**config.mk**
```make
export PLATFORM = sky130hd
export DESIGN_NAME = slide_scan_flat
export DESIGN_NICKNAME = d
export VERILOG_FILES = /design/src/rtl/slide_scan_pkg.sv /design/src/rtl/slide_scan_if.sv /design/src/rtl/slide_accum.sv /design/src/rtl/slide_scan.sv /design/src/flat_wrapper.sv
export SDC_FILE = /design/constraint.sdc
export NUM_CORES = 1
export LEC_CHECK = 0
export ABC_AREA = 0
export BUFFER_PORTS_ARGS = -buffer_cell sky130_fd_sc_hd__buf_2
export CORE_ASPECT_RATIO = 1.4
export CORE_MARGIN = 5
export CORE_UTILIZATION = 35
export CTS_CLUSTER_DIAMETER = 30
export DETAILED_ROUTE_END_ITERATION = 8
export SYNTH_ARGS = -nofsm -noshare
export SYNTH_HDL_FRONTEND = slang
export SYNTH_HIERARCHICAL = 1
export SYNTH_SLANG_ARGS = --single-unit
```
**constraint.sdc**
```tcl
create_clock -name clk -period 2.4 [get_ports clk]
set_input_delay 0.12 -clock clk [delete_from_list [all_inputs] [get_ports clk]]
set_output_delay 0.12 -clock clk [all_outputs]
set_load 0.1 [all_outputs]
```
**src/rtl/slide_scan_pkg.sv**
```systemverilog
// Shared types and defaults for the potentiometer scanner.
// Imported by the scanner core and the bus interface.
package slide_scan_pkg;

    typedef enum logic [1:0] {
        IDLE  = 2'd0,
        START = 2'd1,
        WAIT  = 2'd2,
        GAP   = 2'd3
    } state_t;

    localparam int RES_W_DEF  = 12;
    localparam int CHNL_W_DEF = 3;

    // Slot 0 in the LSBs; slot 5 reads A2D channel 7.
    localparam logic [17:0] CH_MAP_DEF = {3'd7, 3'd4, 3'd3, 3'd2, 3'd1, 3'd0};

endpackage

```
**src/rtl/slide_scan_if.sv**
```systemverilog
// Conversion handshake between the scanner (master) and the A2D SPI block (slave).
interface slide_scan_if #(
    parameter int RES_W  = slide_scan_pkg::RES_W_DEF,
    parameter int CHNL_W = slide_scan_pkg::CHNL_W_DEF
);
    logic              strt_cnv;
    logic [CHNL_W-1:0] chnnl;
    logic              cnv_cmplt;
    logic [RES_W-1:0]  res;

    modport master (output strt_cnv, output chnnl, input cnv_cmplt, input res);
    modport slave  (input strt_cnv, input chnnl, output cnv_cmplt, output res);
endinterface

```
**src/rtl/slide_accum.sv**
```systemverilog
// Per-slot sample accumulator: sums 2^AVG_LOG2 results and exposes the truncated mean.
// 'avg' already includes the sample being presented on din, so it is valid on the last add.
module slide_accum #(
    parameter int RES_W    = 12,
    parameter int AVG_LOG2 = 0
) (
    input  logic             clk,
    input  logic             rst,
    input  logic             clr,
    input  logic             add,
    input  logic [RES_W-1:0] din,
    output logic             last,
    output logic [RES_W-1:0] avg
);
    localparam int SUM_W = RES_W + AVG_LOG2;
    localparam int CNT_W = (AVG_LOG2 > 0) ? AVG_LOG2 : 1;

    logic [SUM_W-1:0] acc_reg;
    logic [SUM_W-1:0] sum;
    logic [CNT_W-1:0] cnt_reg;

    assign sum  = acc_reg + SUM_W'(din);
    assign last = (cnt_reg == CNT_W'((1 << AVG_LOG2) - 1));
    assign avg  = RES_W'(sum >> AVG_LOG2);

    // A clear wins over an add so an abandoned batch never leaks into the next one.
    always_ff @(posedge clk) begin
        if (rst || clr || (add && last)) begin
            acc_reg <= '0;
            cnt_reg <= '0;
        end else if (add) begin
            acc_reg <= sum;
            cnt_reg <= cnt_reg + CNT_W'(1);
        end
    end
endmodule

```
**src/rtl/slide_scan.sv**
```systemverilog
// Round-robin slider scanner: requests conversions over a channel map, averages,
// stores one result per slot and recovers from a converter that never answers.
module slide_scan
    import slide_scan_pkg::*;
#(
    parameter int                        NUM_CH   = 6,
    parameter int                        RES_W    = RES_W_DEF,
    parameter int                        CHNL_W   = CHNL_W_DEF,
    parameter logic [NUM_CH*CHNL_W-1:0]  CH_MAP   = CH_MAP_DEF,
    parameter int                        AVG_LOG2 = 0,
    parameter int                        HOLDOFF  = 0,
    parameter int                        TIMEOUT  = 1024
) (
    input  logic                    clk,
    input  logic                    rst,
    input  logic                    en,
    slide_scan_if.master            a2d,
    output logic [NUM_CH*RES_W-1:0] pot,
    output logic [NUM_CH-1:0]       pot_upd,
    output logic                    scan_done,
    output logic                    timeout
);
    localparam int SLOT_W = (NUM_CH > 1) ? $clog2(NUM_CH) : 1;
    localparam int WCNT_W = $clog2(TIMEOUT + 1);

    state_t              state_reg, state_next;
    logic [SLOT_W-1:0]   slot_reg, slot_next;
    logic [WCNT_W-1:0]   wait_cnt_reg;
    logic [7:0]          gap_cnt_reg;
    logic [RES_W-1:0]    pot_reg [NUM_CH];
    logic [NUM_CH-1:0]   pot_upd_reg;
    logic                scan_done_reg, timeout_reg;
    logic [CHNL_W-1:0]   ch_arr [NUM_CH];

    logic                acc_last;
    logic [RES_W-1:0]    acc_avg;
    logic                cmplt_hit, to_hit, resolve, batch_write, slot_adv, slot_wrap, acc_clr;

    genvar gi;
    generate
        for (gi = 0; gi < NUM_CH; gi++) begin : g_slot
            assign ch_arr[gi]               = CH_MAP[gi*CHNL_W +: CHNL_W];
            assign pot[gi*RES_W +: RES_W]   = pot_reg[gi];
        end
    endgenerate

    assign a2d.strt_cnv = (state_reg == START);
    assign a2d.chnnl    = ch_arr[slot_reg];
    assign pot_upd      = pot_upd_reg;
    assign scan_done    = scan_done_reg;
    assign timeout      = timeout_reg;

    // A completion on the final WAIT cycle takes precedence over the timeout.
    assign cmplt_hit   = (state_reg == WAIT) && a2d.cnv_cmplt;
    assign to_hit      = (state_reg == WAIT) && !a2d.cnv_cmplt &&
                         (wait_cnt_reg == WCNT_W'(TIMEOUT - 1));
    assign resolve     = cmplt_hit || to_hit;
    assign batch_write = cmplt_hit && acc_last;
    assign slot_adv    = batch_write || to_hit;
    assign slot_wrap   = slot_adv && (slot_reg == SLOT_W'(NUM_CH - 1));
    assign acc_clr     = to_hit || (cmplt_hit && !acc_last && !en);
    assign slot_next   = slot_wrap ? '0 : (slot_adv ? slot_reg + SLOT_W'(1) : slot_reg);

    slide_accum #(
        .RES_W    (RES_W),
        .AVG_LOG2 (AVG_LOG2)
    ) u_accum (
        .clk  (clk),
        .rst  (rst),
        .clr  (acc_clr),
        .add  (cmplt_hit),
        .din  (a2d.res),
        .last (acc_last),
        .avg  (acc_avg)
    );

    always_comb begin
        state_next = state_reg;
        case (state_reg)
            IDLE:  if (en) state_next = START;
            START: state_next = WAIT;
            WAIT: begin
                if (resolve) begin
                    if (!en)              state_next = IDLE;
                    else if (HOLDOFF > 0) state_next = GAP;
                    else                  state_next = START;
                end
            end
            GAP: begin
                if (!en)                                   state_next = IDLE;
                else if (gap_cnt_reg == 8'(HOLDOFF - 1))   state_next = START;
            end
            default: state_next = IDLE;
        endcase
    end

    always_ff @(posedge clk) begin
        if (rst) begin
            state_reg     <= IDLE;
            slot_reg      <= '0;
            wait_cnt_reg  <= '0;
            gap_cnt_reg   <= '0;
            pot_upd_reg   <= '0;
            scan_done_reg <= 1'b0;
            timeout_reg   <= 1'b0;
            for (int i = 0; i < NUM_CH; i++) pot_reg[i] <= '0;
        end else begin
            state_reg     <= state_next;
            slot_reg      <= slot_next;
            wait_cnt_reg  <= (state_reg == WAIT) ? wait_cnt_reg + WCNT_W'(1) : '0;
            gap_cnt_reg   <= (state_reg == GAP) ? gap_cnt_reg + 8'd1 : 8'd0;
            scan_done_reg <= slot_wrap;
            timeout_reg   <= to_hit;
            pot_upd_reg   <= '0;
            if (batch_write) begin
                pot_reg[slot_reg]     <= acc_avg;
                pot_upd_reg[slot_reg] <= 1'b1;
            end
        end
    end
endmodule

```
**src/flat_wrapper.sv**
```systemverilog
// flat-port wrapper written by rule: the top's interface ports become plain ports
module slide_scan_flat import slide_scan_pkg::*;
#(
    parameter int                        NUM_CH   = 6,
    parameter int                        RES_W    = RES_W_DEF,
    parameter int                        CHNL_W   = CHNL_W_DEF,
    parameter logic [NUM_CH*CHNL_W-1:0]  CH_MAP   = CH_MAP_DEF,
    parameter int                        AVG_LOG2 = 0,
    parameter int                        HOLDOFF  = 0,
    parameter int                        TIMEOUT  = 1024
)
  (clk, rst, en, pot, pot_upd, scan_done, timeout, a2d_strt_cnv, a2d_chnnl, a2d_cnv_cmplt, a2d_res);
  slide_scan_if #(.RES_W(RES_W), .CHNL_W(CHNL_W)) a2d_i ();
  input  logic clk;
  input  logic rst;
  input  logic en;
  output logic [NUM_CH*RES_W-1:0] pot;
  output logic [NUM_CH-1:0] pot_upd;
  output logic scan_done;
  output logic timeout;
  output wire logic [$bits(a2d_i.strt_cnv)-1:0] a2d_strt_cnv;
  output wire logic [$bits(a2d_i.chnnl)-1:0] a2d_chnnl;
  input wire logic [$bits(a2d_i.cnv_cmplt)-1:0] a2d_cnv_cmplt;
  input wire logic [$bits(a2d_i.res)-1:0] a2d_res;
  assign a2d_strt_cnv = a2d_i.strt_cnv;
  assign a2d_chnnl = a2d_i.chnnl;
  assign a2d_i.cnv_cmplt = a2d_cnv_cmplt;
  assign a2d_i.res = a2d_res;
  slide_scan #(.NUM_CH(NUM_CH), .RES_W(RES_W), .CHNL_W(CHNL_W), .CH_MAP(CH_MAP), .AVG_LOG2(AVG_LOG2), .HOLDOFF(HOLDOFF), .TIMEOUT(TIMEOUT)) u_core (.clk(clk), .rst(rst), .en(en), .a2d(a2d_i), .pot(pot), .pot_upd(pot_upd), .scan_done(scan_done), .timeout(timeout));
endmodule
```
==> flow_summary.toml <==
[min_path]
min_from = "a2d_cnv_cmplt"
worst_hold_path.num_cells = 2
worstHoldPathType = "in2reg"
whs_endpoint = "u_core/timeout"

[placement]
portBuffers = 99
hpwlAfterDp_um = 9240
place_area_um2 = 6010
gp_congestion = 0.834

[setup_path]
cp_data_required_time_ns = 2.56
cp.arrival_ns = 2.41
r2r-start = "u_core/u_accum/acc_reg[1]"
r2r_cells = 7
crit_fanout = 6
worstSetupStartpointType = "flop"
rrSetupSlack_ns = 0.15
end_kind = "flop"
r2r-end = "u_core/pot_reg[5][11]"
path_class = "reg2reg"

[die]
fp.coreArea_um2 = 14600
rows = 52
ioPinCount = 100
start_util_pct = 35.8
die_height_um = 154
die_w_um = 113
die_area_um2 = 17500

[synth]
synth_edf_count = 72
syn_area_per_cell_um2 = 12.0
syn_inst = 434
yosys_warnings = 6
synth_mux_area_share_pct = 1.53
synth_top_family_by_area = "simple AND/OR/NAND/NOR gates"
ys_seq_area_share_pct = 58.7
synth.largest_area_cell = "edfxtp_1"
netlist_top_cells_area = "edfxtp_1 41%, dfxtp_1 17%, and2_1 8.8%"
synth_compound_area_share_pct = 7.51
synth_top_area_share_pct = 41.4
synth_async_sr_flop_share_pct = 0
synth_fp_nets = 466
synth_fa_ha_area_share_pct = 3.98
synth_cell_types = 58
synth_flop_cell = "edfxtp_1"
syn_area_um2 = 5220
synth_simple_gate_area_share_pct = 22.4
synth_xor_area_share_pct = 3.36
ys_ff_latch = 117

[power_and_ir_drop]
irDropWorstVdd_uv = 522
power.density_nw_per_um2 = 808
power_uw = 5380
p_leak_uw = 0.00275

[global_route]
grt_max_degree = 21
grt_pass1_wl_um = 19300
grt_overflow_total = 0
grt_use_total_pct = 14.4
grt_pass1_vias = 3582
antenna_found_initial = 0

[final_layout]
diodes = 0
final_common_cell = "buf_2"
layout_common_cells = "99 x buf_2, 73 x and2_1, 72 x edfxtp_1"
layout.nets = 589
largest_reg_flops = 72
final_area_um2 = 6650
layout-drive-gt1-share_pct = 31.9
area_growth_syn_to_layout_pct = 27.5

[run]
max-cap-violations = 0

[clock_tree]
clk_path_buf_depth = 2
cts_tree = "yes"
path_clk_slew_ns = 0.06
clock_latency_ns = 0.41
htree_levels = 4
cts_sinks = 117
numCtsBuffers = 17
clockRootBuffer = "clkbuf_16"

[sta]
hold_violations = 0
slew_headroom_pct = 50.8
clock_skew_ns = 0.00912
min_period_over_period_pct = 93.9
rsz0062_at_grt = "yes"
setup_violations = 0
tightest_slew_ns = 0.733
maxSlewViolCount = 0
fmax_mhz = 444
period_minus_slack_ns = 2.25

[detailed_routing]
drtIter0Drc = 157
vias = 3632
drc_errors = 0
wl_per_cell_um = 16.3
final_antenna_net_count = 0
wirelength_um = 12400
firstDrtPassIters = 4
viasPerCell = 4.79

[status]
status = "finished clean"
final cells by class:
type / count / area (um^2)
clock inverters: 15 / 173
multi-input cells: 289 / 2050
repair buffers: 120 / 656
clock buffers: 17 / 425
fillers: 1383 / 7920
inverters: 12 / 45.0
well taps: 189 / 236
flip-flops and latches: 117 / 3060
cells by family (layout without fill, tap and decap cells):
| group | Yosys count | in the layout |
|---|---|---|
| buffers and inverters | 28 | 164 |
| AOI/OAI and AO/OA | 52 | 52 |
| and+or+nand+nor | 193 | 193 |
| muxes | 8 | 8 |
| xor gates and xnor gates | 20 | 20 |
| DFF | 117 | 117 |
| adders and majority gates | 16 | 16 |
how the worst max path moves through the flow:
stage	from	end	cells past startpoint
5_1_grt	u_core/u_accum/acc_reg[1]	u_core/pot_reg[2][7]	8
3_5_place_dp	u_core/u_accum/acc_reg[0]	u_core/pot_reg[3][8]	8
3_3_place_gp	u_core/wait_cnt_reg[0]	u_core/u_accum/acc_reg[8]	10
6_report	u_core/u_accum/acc_reg[1]	u_core/pot_reg[5][11]	7
2_1_floorplan	u_core/wait_cnt_reg[0]	u_core/u_accum/acc_reg[10]	11
4_1_cts	u_core/u_accum/acc_reg[0]	u_core/pot_reg[1][8]	8
routing by layer:
layer	part of all wire (%)	global-route usage, %
met5	0	0
met4	2.0	6.19
met3	5.5	3.99
met2	52	25.0
met1	41	16.5
where the power goes:
| part | internal [uW] | total (uW) | switching (uW) |
|---|---|---|---|
| clock network | 1550 | 2520 | 965 |
| logic | 119 | 651 | 532 |
| registers | 2180 | 2210 | 22.8 |
| total | 3860 | 5380 | 1520 |
synthesized netlist by cell type (5+ instances only):
cell type / number
a21oi_1: 12
edfxtp_1: 72
ha_1: 15
nor2_1: 36
and2_1: 73
inv_1: 11
nor3_1: 10
nand3_1: 13
or2_2: 6
mux2i_1: 8
o21ai_0: 15
xor2_1: 6
clkbuf_1: 7
nand2_1: 15
dfxtp_1: 45
xnor2_1: 14
buf_2: 5
metrics by stage:
step	cells	utilization (%)	setup WS [ns]	setup TNS (ns)	hold slack (ns)
3_3_place_gp	726	41.3	0.156	0	0.407
2_1_floorplan	434	-	0.111	0	0.199
3_5_place_dp	726	41.3	0.0702	0	0.419
5_1_grt	759	45.6	-0.00309	-0.00723	0.0461
6_report	759	45.6	0.147	0	0.0300
4_1_cts	759	45.4	0.0507	0	0.0256
repair_timing:
item / 4_1_cts / 5_1_grt
endpoints found under the hold margin: 1 / 0
resized for setup: 0 / 9
endpoints found under the setup margin: 0 / 31
hold buffers: 1 / 0
setup buffers: 0 / 0
critical path, stage by stage (launching register included):
cell	delay (ns)
dfxtp_1	0.38
ha_1	0.25
a21o_1	0.19
and4_2	0.27
o211a_1	0.22
a211oi_2	0.35
xnor2_2	0.17
and2_1	0.17
(Power assumes the default switching activity.)
